[config.mk]
export PLATFORM = sky130hd
export DESIGN_NAME = beer_tap_arbiter
export DESIGN_NICKNAME = d
export VERILOG_FILES = /design/src/rtl/beer_tap_arbiter.sv
export SDC_FILE = /design/constraint.sdc
export NUM_CORES = 1
export LEC_CHECK = 0
export BUFFER_PORTS_ARGS = -buffer_cell sky130_fd_sc_hd__buf_2
export CORE_UTILIZATION = 53
export CTS_CLUSTER_SIZE = 20
export DETAILED_ROUTE_END_ITERATION = 12
export GPL_TIMING_DRIVEN = 0
export PLACE_DENSITY = 0.88
export SYNTH_ARGS = -nofsm -noshare
export SYNTH_HDL_FRONTEND = slang
export SYNTH_SLANG_ARGS = --single-unit
[constraint.sdc]
create_clock -name clk -period 3.2 [get_ports clk]
set_clock_uncertainty 0.05 [all_clocks]
set_input_delay 0.48 -clock clk [delete_from_list [all_inputs] [get_ports clk]]
set_output_delay 0.48 -clock clk [all_outputs]
set_load 0.05 [all_outputs]
[src/rtl/beer_tap_arbiter.sv]
// beer_tap_arbiter: shares one beer tap between N_REQ customers.
// A round-robin scan in IDLE picks the next customer and latches its level.
// The tap is then opened for level*FILL_CYCLES_PER_LEVEL tap-ready cycles,
// and the customer is acknowledged.
//
// Handshake: req[i] is level-held by customer i until it sees ack[i] (a single
// cycle pulse in DONE) or until it gives up. Dropping req[idx] while in GRANT or
// POUR aborts the pour with no ack. All outputs are decoded from registers only.
module beer_tap_arbiter #(
  parameter int N_REQ                 = 4,
  parameter int IDX_W                 = 2,
  parameter int FILL_CYCLES_PER_LEVEL = 4
) (
  input  logic               clk,
  input  logic               reset,
  input  logic [N_REQ-1:0]   req,
  input  logic [2*N_REQ-1:0] level,
  input  logic               tap_ready,
  output logic               pour,
  output logic [N_REQ-1:0]   grant,
  output logic [N_REQ-1:0]   ack,
  output logic               busy,
  output logic [IDX_W-1:0]   grant_idx,
  output logic [1:0]         state_display
);

  localparam int CNT_W = $clog2(3*FILL_CYCLES_PER_LEVEL+1);
  localparam logic [IDX_W:0]   N_REQ_W  = (IDX_W+1)'(N_REQ);
  localparam logic [IDX_W-1:0] LAST_IDX = IDX_W'(N_REQ-1);

  typedef enum logic [1:0] {
    S_IDLE  = 2'd0,
    S_GRANT = 2'd1,
    S_POUR  = 2'd2,
    S_DONE  = 2'd3
  } state_t;

  state_t           state;
  state_t           state_nxt;
  logic [IDX_W-1:0] rr_ptr;
  logic [IDX_W-1:0] idx;
  logic [IDX_W-1:0] idx_inc;
  logic [1:0]       lvl;
  logic [CNT_W-1:0] cnt;
  logic             pick_valid;
  logic [IDX_W-1:0] pick_idx;
  logic [1:0]       pick_lvl;
  logic [IDX_W:0]   scan_sum;
  logic [IDX_W-1:0] scan_j;
  logic [N_REQ-1:0] idx_onehot;
  logic             req_held;

  assign req_held = req[idx];
  assign idx_inc  = (idx == LAST_IDX) ? '0 : idx + IDX_W'(1);

  // Round-robin scan: first set req bit starting at rr_ptr, wrapping modulo N_REQ.
  always_comb begin
    pick_valid = 1'b0;
    pick_idx   = '0;
    pick_lvl   = '0;
    scan_sum   = '0;
    scan_j     = '0;
    for (int i = 0; i < N_REQ; i++) begin
      scan_sum = {1'b0, rr_ptr} + (IDX_W+1)'(i);
      if (scan_sum >= N_REQ_W) scan_sum = scan_sum - N_REQ_W;
      scan_j = scan_sum[IDX_W-1:0];
      if (!pick_valid && req[scan_j]) begin
        pick_valid = 1'b1;
        pick_idx   = scan_j;
        pick_lvl   = level[{scan_j, 1'b0} +: 2];
      end
    end
  end

  // State register.
  always_ff @(posedge clk or negedge reset) begin
    if (!reset) state <= S_IDLE;
    else        state <= state_nxt;
  end

  // Next-state logic; an abort (req[idx] low) always wins in GRANT and POUR.
  always_comb begin
    state_nxt = state;
    case (state)
      S_IDLE:  if (pick_valid) state_nxt = S_GRANT;
      S_GRANT: begin
        if (!req_held)      state_nxt = S_IDLE;
        else if (lvl != 2'd0) state_nxt = S_POUR;
        else                state_nxt = S_DONE;
      end
      S_POUR: begin
        if (!req_held)                              state_nxt = S_IDLE;
        else if (tap_ready && (cnt == CNT_W'(1)))   state_nxt = S_DONE;
      end
      S_DONE:  state_nxt = S_IDLE;
      default: state_nxt = S_IDLE;
    endcase
  end

  // Datapath: winner/level latch, pour counter and round-robin pointer.
  always_ff @(posedge clk or negedge reset) begin
    if (!reset) begin
      rr_ptr <= '0;
      idx    <= '0;
      lvl    <= '0;
      cnt    <= '0;
    end else begin
      case (state)
        S_IDLE: begin
          if (pick_valid) begin
            idx <= pick_idx;
            lvl <= pick_lvl;
          end
        end
        S_GRANT: begin
          if (!req_held) rr_ptr <= idx_inc;
          else           cnt    <= CNT_W'(lvl) * CNT_W'(FILL_CYCLES_PER_LEVEL);
        end
        S_POUR: begin
          if (!req_held)     rr_ptr <= idx_inc;
          else if (tap_ready) cnt   <= cnt - CNT_W'(1);
        end
        S_DONE:  rr_ptr <= idx_inc;
        default: ;
      endcase
    end
  end

  // Moore output decode from the state and the latched index.
  always_comb begin
    idx_onehot      = '0;
    idx_onehot[idx] = 1'b1;
    grant           = (state != S_IDLE) ? idx_onehot : '0;
    ack             = (state == S_DONE) ? idx_onehot : '0;
    pour            = (state == S_POUR);
    busy            = (state != S_IDLE);
    grant_idx       = idx;
    state_display   = state;
  end

endmodule

==> results of run 1 <==
[per-stage QoR]
stage	cells	hold slack [ns]	instance area (um2)
floorplan	146	0.134	1290
CTS	206	0.0266	1500
global placement	202	0.317	1460
detailed placement	202	0.328	1460
global route	206	0.0342	1500
finish	206	0.0162	1500
[report_power, final]
part / switching (uW) / internal, uW
clock: 56.8 / 69.2
combinational: 670 / 384
sequential: 88.6 / 230
[how the worst max path moves through the flow]
stage	from	endpoint	slack [ns]	cells after the start
final	state_display[1]	grant[0]	1.18	4
after global placement	req[1]	lvl[0]	1.34	7
after floorplan	state_display[0]	grant[0]	0.85	3
after CTS	state_display[1]	grant[0]	1.18	4
after detailed placement	req[1]	lvl[0]	1.30	7
after global routing	state_display[1]	busy	1.10	4
[synthesized netlist by cell type (2+ instances only)]
| cell type | count |
|---|---|
| or4bb_1 | 2 |
| o211ai_1 | 3 |
| dfrtp_1 | 12 |
| a221oi_1 | 3 |
| o31a_1 | 2 |
| mux4_2 | 4 |
| nand2_1 | 12 |
| nand3b_1 | 2 |
| ha_1 | 10 |
| buf_4 | 3 |
| nor2b_1 | 7 |
| buf_2 | 3 |
| o21ai_0 | 12 |
| o21ai_1 | 3 |
| nand3_1 | 5 |
| o22ai_1 | 3 |
| nand2b_1 | 3 |
| inv_1 | 10 |
| and2_1 | 4 |
| a21oi_1 | 10 |
| nor2_1 | 8 |
| a22o_1 | 2 |
| a31oi_1 | 2 |
[kinds of logic after synthesis]
| family | after synthesis | share of synthesized area |
|---|---|---|
| mux | 6 | 0.0982 |
| fa+ha+maj | 10 | 0.0972 |
| compound gates | 48 | 0.245 |
| simple gates | 52 | 0.249 |
| flops | 12 | 0.233 |
| buf+inv | 18 | 0.0777 |
[layout make-up]
cell class	count	area (um2)	share of cell area
flip-flops and latches	12	300	0.200
multi-input cells	116	887	0.592
plain buffers	8	62.6	0.0417
inverters	10	37.5	0.0250
repair buffers	28	140	0.0935
well taps	28	35.0	0.0234
clock buffers	4	36.3	0.0242
[cell usage in the layout, fill, tap and decap left out, drive strengths merged, types with 2 or more instances in the layout]
cell     n
o21ai   15
a221oi   3
inv     10
o211ai   3
a22o     3
nand2   12
nor2b    8
clkbuf   5
o31a     2
o31ai    2
nand3b   2
and2     4
nor2     8
buf     35
or4bb    2
o22ai    3
mux4     5
a31oi    2
nand2b   3
dfrtp   12
ha      10
a21oi   11
nand3    5
[worst reg2reg max path, delay by kind of cell (launching register included)]
family / cells / cell delay (ns)
AOI/OAI and AO/OA: 2 / 0.30
buffers and inverters: 2 / 0.22
DFF: 1 / 0.44
adders and majority gates: 1 / 0.31
and+or+nand+nor: 2 / 0.51
[layer usage]
layer | up-vias | track usage | share of wire
li1 | 613 | - | -
met1 | 629 | 0.298 | 0.40
met2 | 57 | 0.496 | 0.53
met3 | 2 | 0.0655 | 0.064
met4 | 0 | 0.0586 | 0.0041
met5 | - | 0 | 0
[state kept, by name (all words and copies together), names as in the netlist]
name / cells
state_display: 2
rr_ptr: 2
grant_idx: 2
lvl: 2
cnt: 4
==> results by group, run 1 <==
Status
  • Status: complete, no violations

Critical path
  • Crit Path Class: flop to output port
  • CP Buf/Inv Count: 2
  • Critical Path AT: 1.49 ns
  • Worst EP required: 2.67 ns
  • Worst path max stage delay: 0.43 ns
  • Worst R2R Start: state_display[1]
  • Nature of the critical path startpoint: flop
  • R2R Setup Slk: 1.31 ns
  • CP endpoint kind: output port
  • Worst R2R Path Depth: 7
  • Slowest cell on crit path: dfrtp_1
  • Max Fanout on Critical Path: 9
  • Delay-heaviest family, CP: flip-flops
  • Crit-path cells: inv_1, ha_1, nor2b_1, buf_2
  • RR Endpoint: lvl[1]

Clock network
  • Post-CTS Setup Inserts: 0
  • Hold-fix buffers at CTS: 0
  • Clk Tree Root Cell: clkbuf_4
  • CTS Sinks: 12
  • Cts repair resizes: 0
  • H-tree depth: 1
  • CTS buffer count: 3
  • Clk slew on worst S/H paths: 0.08 ns
  • CTS tree: built
  • Maximum clock insertion buffer count: 2
  • Clock Latency Late Sink: 0.28 ns

Floorplan
  • Num rows: 17
  • Die area: 2630 um2
  • Initial core utilization: 0.571
  • Die Width: 51.3 um
  • Core area: 2250 um2
  • Die height: 51.3 um
  • I/O pins: 29

Drt
  • Initial DRC Count: 47
  • Routed vias: 1301
  • Drt wl/cell: 15.5 um
  • Via/cell ratio: 6.32
  • Final wirelength: 3190 um
  • Antenna Nets Post-Route: 0
  • # DRC: 0
  • DR pass1 iterations: 4

Job
  • Max Cap Viol: 0

Global routing
  • Global-route wire length before repair: 5260 um
  • Initial antenna violation count: 0
  • Pin count of the biggest net entering global routing: 13
  • Vias in the first global route: 1231
  • Grt ovf: 0
  • GRT Total Usage: 0.264

Timing
  • Setup Viol. Count Final: 0
  • Final WS setup: 1.18 ns
  • Rel. slew slack: 0.667
  • Fmax: 495 MHz
  • Final hold vios: 0
  • RSZ-0062 raised after global routing: no
  • Fin. max-slew vios: 0
  • Final Cycle Share: 0.631
  • Min Clock Period, post-route: 2.02 ns
  • Setup TNS: 0 ns
  • Measured slew at the worst slew-check pin: 0.498 ns

Synth
  • Seq/Total Area, Yosys: 0.233
  • Synth Warn #: 0
  • Seq cells post-synth: 12
  • Mapped Cells: 146
  • Synth async-reset ratio: 1.00
  • Synth top area share: 0.233
  • Ys flop type: dfrtp_1
  • Synth area leader: dfrtp_1
  • Top post-synthesis cells by area: dfrtp_1 23%, ha_1 9.7%, mux4_2 7.0%
  • Number of distinct library cells after synthesis: 44
  • Post-synth EDFFs: 0
  • Syn Nets: 171
  • Mapped Area: 1290 um2
  • Mapped Avg Cell Area: 8.82 um2

Place
  • Hpwl dp: 2470 um
  • Quantity of I/O buffers inserted on ports: 28
  • Gp weighted congestion: 0.900
  • Pre-CTS setup slack: 1.30 ns

Power
  • LEAKAGE: 0.000682 uW
  • Pwr Density: 1000 nW/um2
  • Final Power: 1500 uW
  • Peak supply drop: 829 uV

Hold path
  • Worst hold path class: input pin to asynchronous set/reset pin

Finish
  • N_diodes: 0
  • Layout cell share with drive strength beyond 1: 0.281
  • Area Overhead vs Synth: 16.4%
  • Final Core Density: 0.665
  • Nets: 204
  • Fillers: 201
Note: power is estimated with default switching activity, not from simulation.
==> run 2, diff against run 1 <==
Settings changed: ABC_AREA set to 1, CORE_UTILIZATION 53 to 49, PLACE_DENSITY 0.88 to 0.86.
Clock period 3.2 ns to 1.78 ns, I/O delays scaled along.
==> results by group, run 2 <==
Timing
  • Final hold vios: 0 (unchanged)
  • Setup Viol. Count Final: 0 (unchanged)
  • Worst hold slack: 0.260 ns (+0.244 ns)
  • Measured slew at the worst slew-check pin: 0.304 ns (-0.194 ns)
  • Fmax: 591 MHz
  • Rel. slew slack: 0.796 (+0.129)
  • Fin. max-slew vios: 0 (unchanged)
  • Min Clock Period, post-route: 1.69 ns
  • Final Cycle Share: 0.951

Finish
  • Top reg by flops: cnt
  • Layout cell share with drive strength beyond 1: 0.296 (+0.0153)
  • Area Overhead vs Synth: 26.0%
  • Most frequent cells in the layout: 86 x nand2_1, 27 x inv_1, 23 x buf_2
  • Fin cells: 290 (+41%)
  • Nets: 286 (+40%)
  • Leading cell type in the layout, fill and taps excluded: nand2_1
  • N_diodes: 0 (unchanged)
  • Fillers: 236 (+17%)
  • Design area: 1730 um2 (+16%)
  • Sequential cell area: 304 um2 (+1.3%)
  • Area of the multi-input gates: 960 um2 (+8.2%)
  • Max FFs per register: 4 (unchanged)

Synth
  • Seq cells post-synth: 12 (unchanged)
  • Ys flop type: dfrtp_1
  • Number of distinct library cells after synthesis: 27 (-39%)
  • Top-count cell post-synth: nand2_1
  • Synth async-reset ratio: 1.00 (unchanged)
  • Synth area leader: nand2_1
  • Synth top area share: 0.240 (+0.00698)
  • Post-synth top cells: 88 x nand2_1, 30 x inv_1, 17 x nand3_1
  • Seq/Total Area, Yosys: 0.218 (-0.0149)
  • Syn Nets: 245 (+43%)
  • Top post-synthesis cells by area: nand2_1 24%, dfrtp_1 22%, ha_1 9.1%
  • Post-synth EDFFs: 0 (unchanged)
  • Mapped Avg Cell Area: 6.25 um2 (-29%)
  • Mapped Area: 1380 um2 (+6.8%)
  • Synth Warn #: 0 (unchanged)
  • Mapped Cells: 220 (+51%)

Critical path
  • Worst EP required: 1.46 ns (-1.21 ns)
  • Nature of the critical path startpoint: flop
  • Delay-heaviest family, CP: flip-flops
  • CP endpoint kind: output port
  • Worst path max stage delay: 0.45 ns (+0.02 ns)
  • R2R Setup Slk: 0.09 ns (-1.22 ns)
  • Max Fanout on Critical Path: 6 (-3)
  • CP Buf/Inv Count: 3 (+1)
  • Crit Path Class: flop to output port
  • Slowest cell on crit path: dfrtp_2
  • Crit-path cells: inv_1, ha_4, clkinvlp_4, buf_4
  • Critical Path AT: 1.38 ns (-0.11 ns)

Power
  • Peak supply drop: 1560 uV (+88%)
  • Final Power: 3660 uW (+140%)
  • Switching Fraction: 0.572 (+0.0280)
  • LEAKAGE: 0.000981 uW (+44%)
  • Pint: 1570 uW (+130%)
  • Logic pwr share: 0.808 (+0.104)
  • Psw: 2100 uW (+160%)
  • Reg power frac: 0.144 (-0.068)
  • Pwr Density: 2110 nW/um2 (+110%)
  • Clock power share: 0.049 (-0.035)

Global routing
  • GR Util met3: 0.0492 (-0.0163)
  • Vias in the first global route: 1189 (-3.4%)
  • Initial antenna violation count: 0 (unchanged)
  • GRT Total Usage: 0.224 (-0.0409)
  • Global route hottest layer: met2
  • Pin count of the biggest net entering global routing: 13 (unchanged)
  • M1 GR Usage: 0.290 (-0.00837)
  • Met2 GRT Util: 0.384 (-0.112)
  • Grt ovf: 0 (unchanged)
  • Global-route wire length before repair: 4930 um (-6.3%)

Clock network
  • Clk Tree Root Cell: clkbuf_4
  • CTS Sinks: 12 (unchanged)
  • Clk slew on worst S/H paths: 0.08 ns (about the same)
  • H-tree depth: 1 (unchanged)
  • CTS buffer count: 3 (unchanged)
  • Maximum clock insertion buffer count: 2 (unchanged)
  • CTS tree: built
  • Clock Latency Late Sink: 0.28 ns (about the same)

Floorplan
  • Die height: 55.0 um (+7.2%)
  • Die area: 3020 um2 (+15%)
  • Core area: 2570 um2 (+14%)
  • Num rows: 18 (+1)
  • Die Width: 55.0 um (+7.2%)
  • Initial core utilization: 0.536 (-0.0355)
  • I/O pins: 29 (unchanged)

Drt
  • Via/cell ratio: 5.06 (-20%)
  • Antenna Nets Post-Route: 0 (unchanged)
  • DR pass1 iterations: 4 (unchanged)
  • # DRC: 0 (unchanged)
  • Final wirelength: 3050 um (-4.4%)
  • Drt wl/cell: 10.5 um (-32%)
  • Routed vias: 1467 (+13%)
  • Initial DRC Count: 21 (-55%)

Place
  • Gp weighted congestion: 0.829 (-7.9%)
  • Hpwl dp: 2290 um (-7.2%)
  • Quantity of I/O buffers inserted on ports: 28 (unchanged)
  • Placed cell count: 278 (+38%)
  • DP Area: 1590 um2 (+9.0%)

Hold path
  • Worst hold path class: input pin to flop

Status
  • Status: complete, no violations

Job
  • Max Cap Viol: 0 (unchanged)
## run 2: cell count changes after synthesis, sizes merged, moves of 4 or more
cell and delta:
inv +23, a21oi -7, nand2 +87, nand3 +15
nor2b -8, and2 -4, nor2 +4, mux4 -5
## run 2: final timing paths
kind                                  start                to  cells after the start
hold reg to reg                      lvl[0]            lvl[0]                      2
max in group asynchronous             reset      grant_idx[0]                      2
min in group asynchronous             reset  state_display[1]                      2
setup reg to reg                  rr_ptr[0]            lvl[1]                     13
setup / recovery           state_display[1]              busy                      4
hold / removal                    tap_ready            cnt[1]                      3
## run 2: metrics by stage
stage               setup WS (ns)  setup TNS (ns)  utilization
floorplan                  0.0233               0            -
global placement            0.120               0        0.621
detailed placement         0.0972               0        0.621
CTS                        0.0128               0        0.642
global route             -0.00591        -0.00591        0.675
finish                     0.0871               0        0.675
## run 2: cell type report
cell class              count  area share
clock buffers               4      0.0152
well taps                  30      0.0217
multi-input cells         171       0.554
flip-flops and latches     12       0.175
plain buffers               4      0.0245
repair buffers             36       0.133
inverters                  33      0.0765
## run 2: worst min-delay path: stages
cell	delay [ns]
buf_2	0.12
nand2_1	0.06
o22ai_1	0.08
## run 2: repair_timing
item | CTS | global route
endpoints found under the setup margin | 5 | 13
endpoints found under the hold margin | 12 | 0
pin swaps | 1 | 4
resized for setup | 5 | 13
buffers inserted | 1 | 5
hold buffers | 1 | 0
cloned | 0 | 1
## run 2: cells by family (layout without fill, tap and decap cells)
| family | Yosys count | after routing | synth area share |
|---|---|---|---|
| buffers and inverters | 37 | 77 | 0.125 |
| AOI/OAI and AO/OA | 24 | 24 | 0.0937 |
| adders and majority gates | 10 | 10 | 0.0910 |
| DFF | 12 | 12 | 0.218 |
| xor gates and xnor gates | 1 | 1 | 0.00637 |
| and+or+nand+nor | 136 | 136 | 0.466 |
## run 2: power groups by stage
stage / sequential, uW / combinational (uW) / clock [uW]
after detailed placement: 517 / 2660 / 0
after global placement: 515 / 2590 / 0
after floorplan: 630 / 2070 / 0
after global routing: 543 / 3320 / 193
after CTS: 514 / 2710 / 181
final: 525 / 2960 / 178
## run 2: per-layer routing
layer	wire length, um	vias to the layer above
met5	0	-
met4	0	0
met3	118	0
met2	1490	35
met1	1440	663
li1	-	769
==> run 3, diff against run 2 <==
Settings changed: ABC_AREA 1 to unset.
==> results by group, run 3 (same netlist as run 1, synthesis figures left out) <==
Status
  • Status: complete, no violations

Drt
  • DR pass1 iterations: 4 (unchanged)
  • Routed vias: 1331 (-9.3%)
  • Final wirelength: 3430 um (+12%)
  • Initial DRC Count: 47 (+120%)
  • Via/cell ratio: 6.31 (+25%)
  • Top layer in use: met4
  • Antenna Nets Post-Route: 0 (unchanged)
  • # DRC: 0 (unchanged)
  • M1 WL: 1400 um (-3.2%)
  • Met2 Routed Length: 1750 um (+18%)
  • Met3 WL: 185 um (+57%)
  • Drt wl/cell: 16.2 um (+54%)

Critical path
  • Crit Path Class: flop to output port
  • CP Launch Point: state_display[1]
  • CP Depth: 4 (unchanged)
  • Critical Path AT: 1.40 ns (+0.02 ns)
  • Delay-heaviest family, CP: flip-flops
  • CP endpoint kind: output port
  • Max Fanout on Critical Path: 7 (+1)
  • R2R Setup Slk: 0.07 ns (-0.02 ns)
  • Nature of the critical path startpoint: flop
  • Worst R2R Path Depth: 6 (-7)
  • Worst R2R Start: rr_ptr[0]
  • Crit-path cells: inv_2, ha_4, clkinvlp_4, clkbuf_4
  • Slowest cell on crit path: dfrtp_2
  • CP Buf/Inv Count: 3 (unchanged)
  • Worst EP required: 1.46 ns (about the same)
  • RR Endpoint: lvl[1]
  • Crit path to: busy
  • Worst path max stage delay: 0.46 ns (about the same)

Floorplan
  • I/O pins: 29 (unchanged)
  • Num rows: 18 (unchanged)
  • Initial core utilization: 0.520 (-0.0159)
  • Core area: 2480 um2 (-3.5%)
  • Die area: 2840 um2 (-6.1%)
  • Die Width: 53.3 um (-3.1%)
  • Die height: 53.3 um (-3.1%)

Clock network
  • Clock Latency Late Sink: 0.28 ns (about the same)
  • CTS buffer count: 3 (unchanged)
  • Clk Tree Root Cell: clkbuf_4
  • Maximum clock insertion buffer count: 2 (unchanged)
  • H-tree depth: 1 (unchanged)
  • CTS Sinks: 12 (unchanged)
  • CTS tree: built
  • Clk slew on worst S/H paths: 0.08 ns (about the same)

Global routing
  • Global-route wire length before repair: 5530 um (+12%)
  • Pin count of the biggest net entering global routing: 13 (unchanged)
  • Initial antenna violation count: 0 (unchanged)
  • Grt ovf: 0 (unchanged)
  • GRT Total Usage: 0.267 (+0.0433)
  • Vias in the first global route: 1232 (+3.6%)

Finish
  • Leading cell type in the layout, fill and taps excluded: buf_2
  • Final Core Density: 0.653 (-0.0219)
  • Fillers: 201 (-15%)
  • Max FFs per register: 4 (unchanged)
  • N_diodes: 0 (unchanged)
  • Area Overhead vs Synth: 25.7%
  • Most frequent cells in the layout: 26 x buf_2, 12 x nand2_1, 12 x o21ai_0
  • Design area: 1620 um2 (-6.6%)
  • Nets: 207 (-28%)
  • Top reg by flops: cnt
  • Layout cell share with drive strength beyond 1: 0.398 (+0.102)

Place
  • Pre-CTS setup slack: 0.0332 ns (-0.0640 ns)
  • Quantity of I/O buffers inserted on ports: 28 (unchanged)
  • DP Area: 1520 um2 (-4.6%)
  • Gp weighted congestion: 0.931 (+12%)
  • Hpwl dp: 2470 um (+7.9%)

Timing
  • Final hold vios: 0 (unchanged)
  • Min Clock Period, post-route: 1.72 ns (+0.0230 ns)
  • Worst hold slack: 0.334 ns (+0.0740 ns)
  • Final WS setup: 0.0640 ns (-0.0230 ns)
  • Setup Viol. Count Final: 0 (unchanged)
  • Measured slew at the worst slew-check pin: 0.425 ns (+0.120 ns)
  • Rel. slew slack: 0.714 (-0.0812)
  • Final Cycle Share: 0.964 (+0.0129)
  • Fmax: 583 MHz (-1.3%)
  • Fin. max-slew vios: 0 (unchanged)
  • RSZ-0062 raised after global routing: yes

Power
  • Peak supply drop: 1550 uV (-0.40%)
  • Pwr Density: 1840 nW/um2 (-13%)
  • LEAKAGE: 0.000695 uW (-29%)

Job
  • Max Cap Viol: 0 (unchanged)

Hold path
  • Worst hold path class: input pin to asynchronous set/reset pin
run 3: how the worst min path moves through the flow:
| stage | startpoint | end | depth (start not counted) |
|---|---|---|---|
| 2_1_floorplan | reset | cnt[0] | 0 |
| 3_3_place_gp | reset | cnt[1] | 1 |
| 3_5_place_dp | reset | cnt[2] | 1 |
| 4_1_cts | reset | cnt[0] | 2 |
| 5_1_grt | reset | cnt[0] | 2 |
| 6_report | reset | cnt[0] | 2 |
run 3: final cells by class:
cell class,count,area [um2],area share
Buffer,8,65.1,0.0402
Clock buffer,4,36.3,0.0224
Inverter,10,43.8,0.0271
Multi-Input combinational cell,116,953,0.589
Sequential cell,12,307,0.189
Tap cell,30,37.5,0.0232
Timing Repair Buffer,31,175,0.108
run 3: worst reg2reg max path: cells and delay by family (launching register included):
kind | cells | cell delay [ns]
buf+inv | 1 | 0.16
simple gates | 1 | 0.28
compound gates | 4 | 0.65
flops | 1 | 0.45
run 3: power breakdown:
group          switching (uW)  internal (uW)
sequential                176            424
clock                    99.6            124
combinational            1300            848
run 3: repair_timing:
action | CTS | global route
buffers inserted | 0 | 2
hold endpoints to repair | 12 | 0
setup endpoints to repair | 0 | 8
hold buffers | 1 | 0
resized for setup | 0 | 13
run 3: metal layers:
layer	vias up	track usage
met5	-	0
met4	0	0.0614
met3	14	0.0489
met2	62	0.475
met1	641	0.327
li1	614	-
run 3: stage by stage:
stage               power, uW  TNS [ns]  cells
floorplan                2170         0    146
global placement         2510         0    204
detailed placement       2590         0    204
CTS                      2820         0    209
global route             3220  -0.00919    211
finish                   2970         0    211
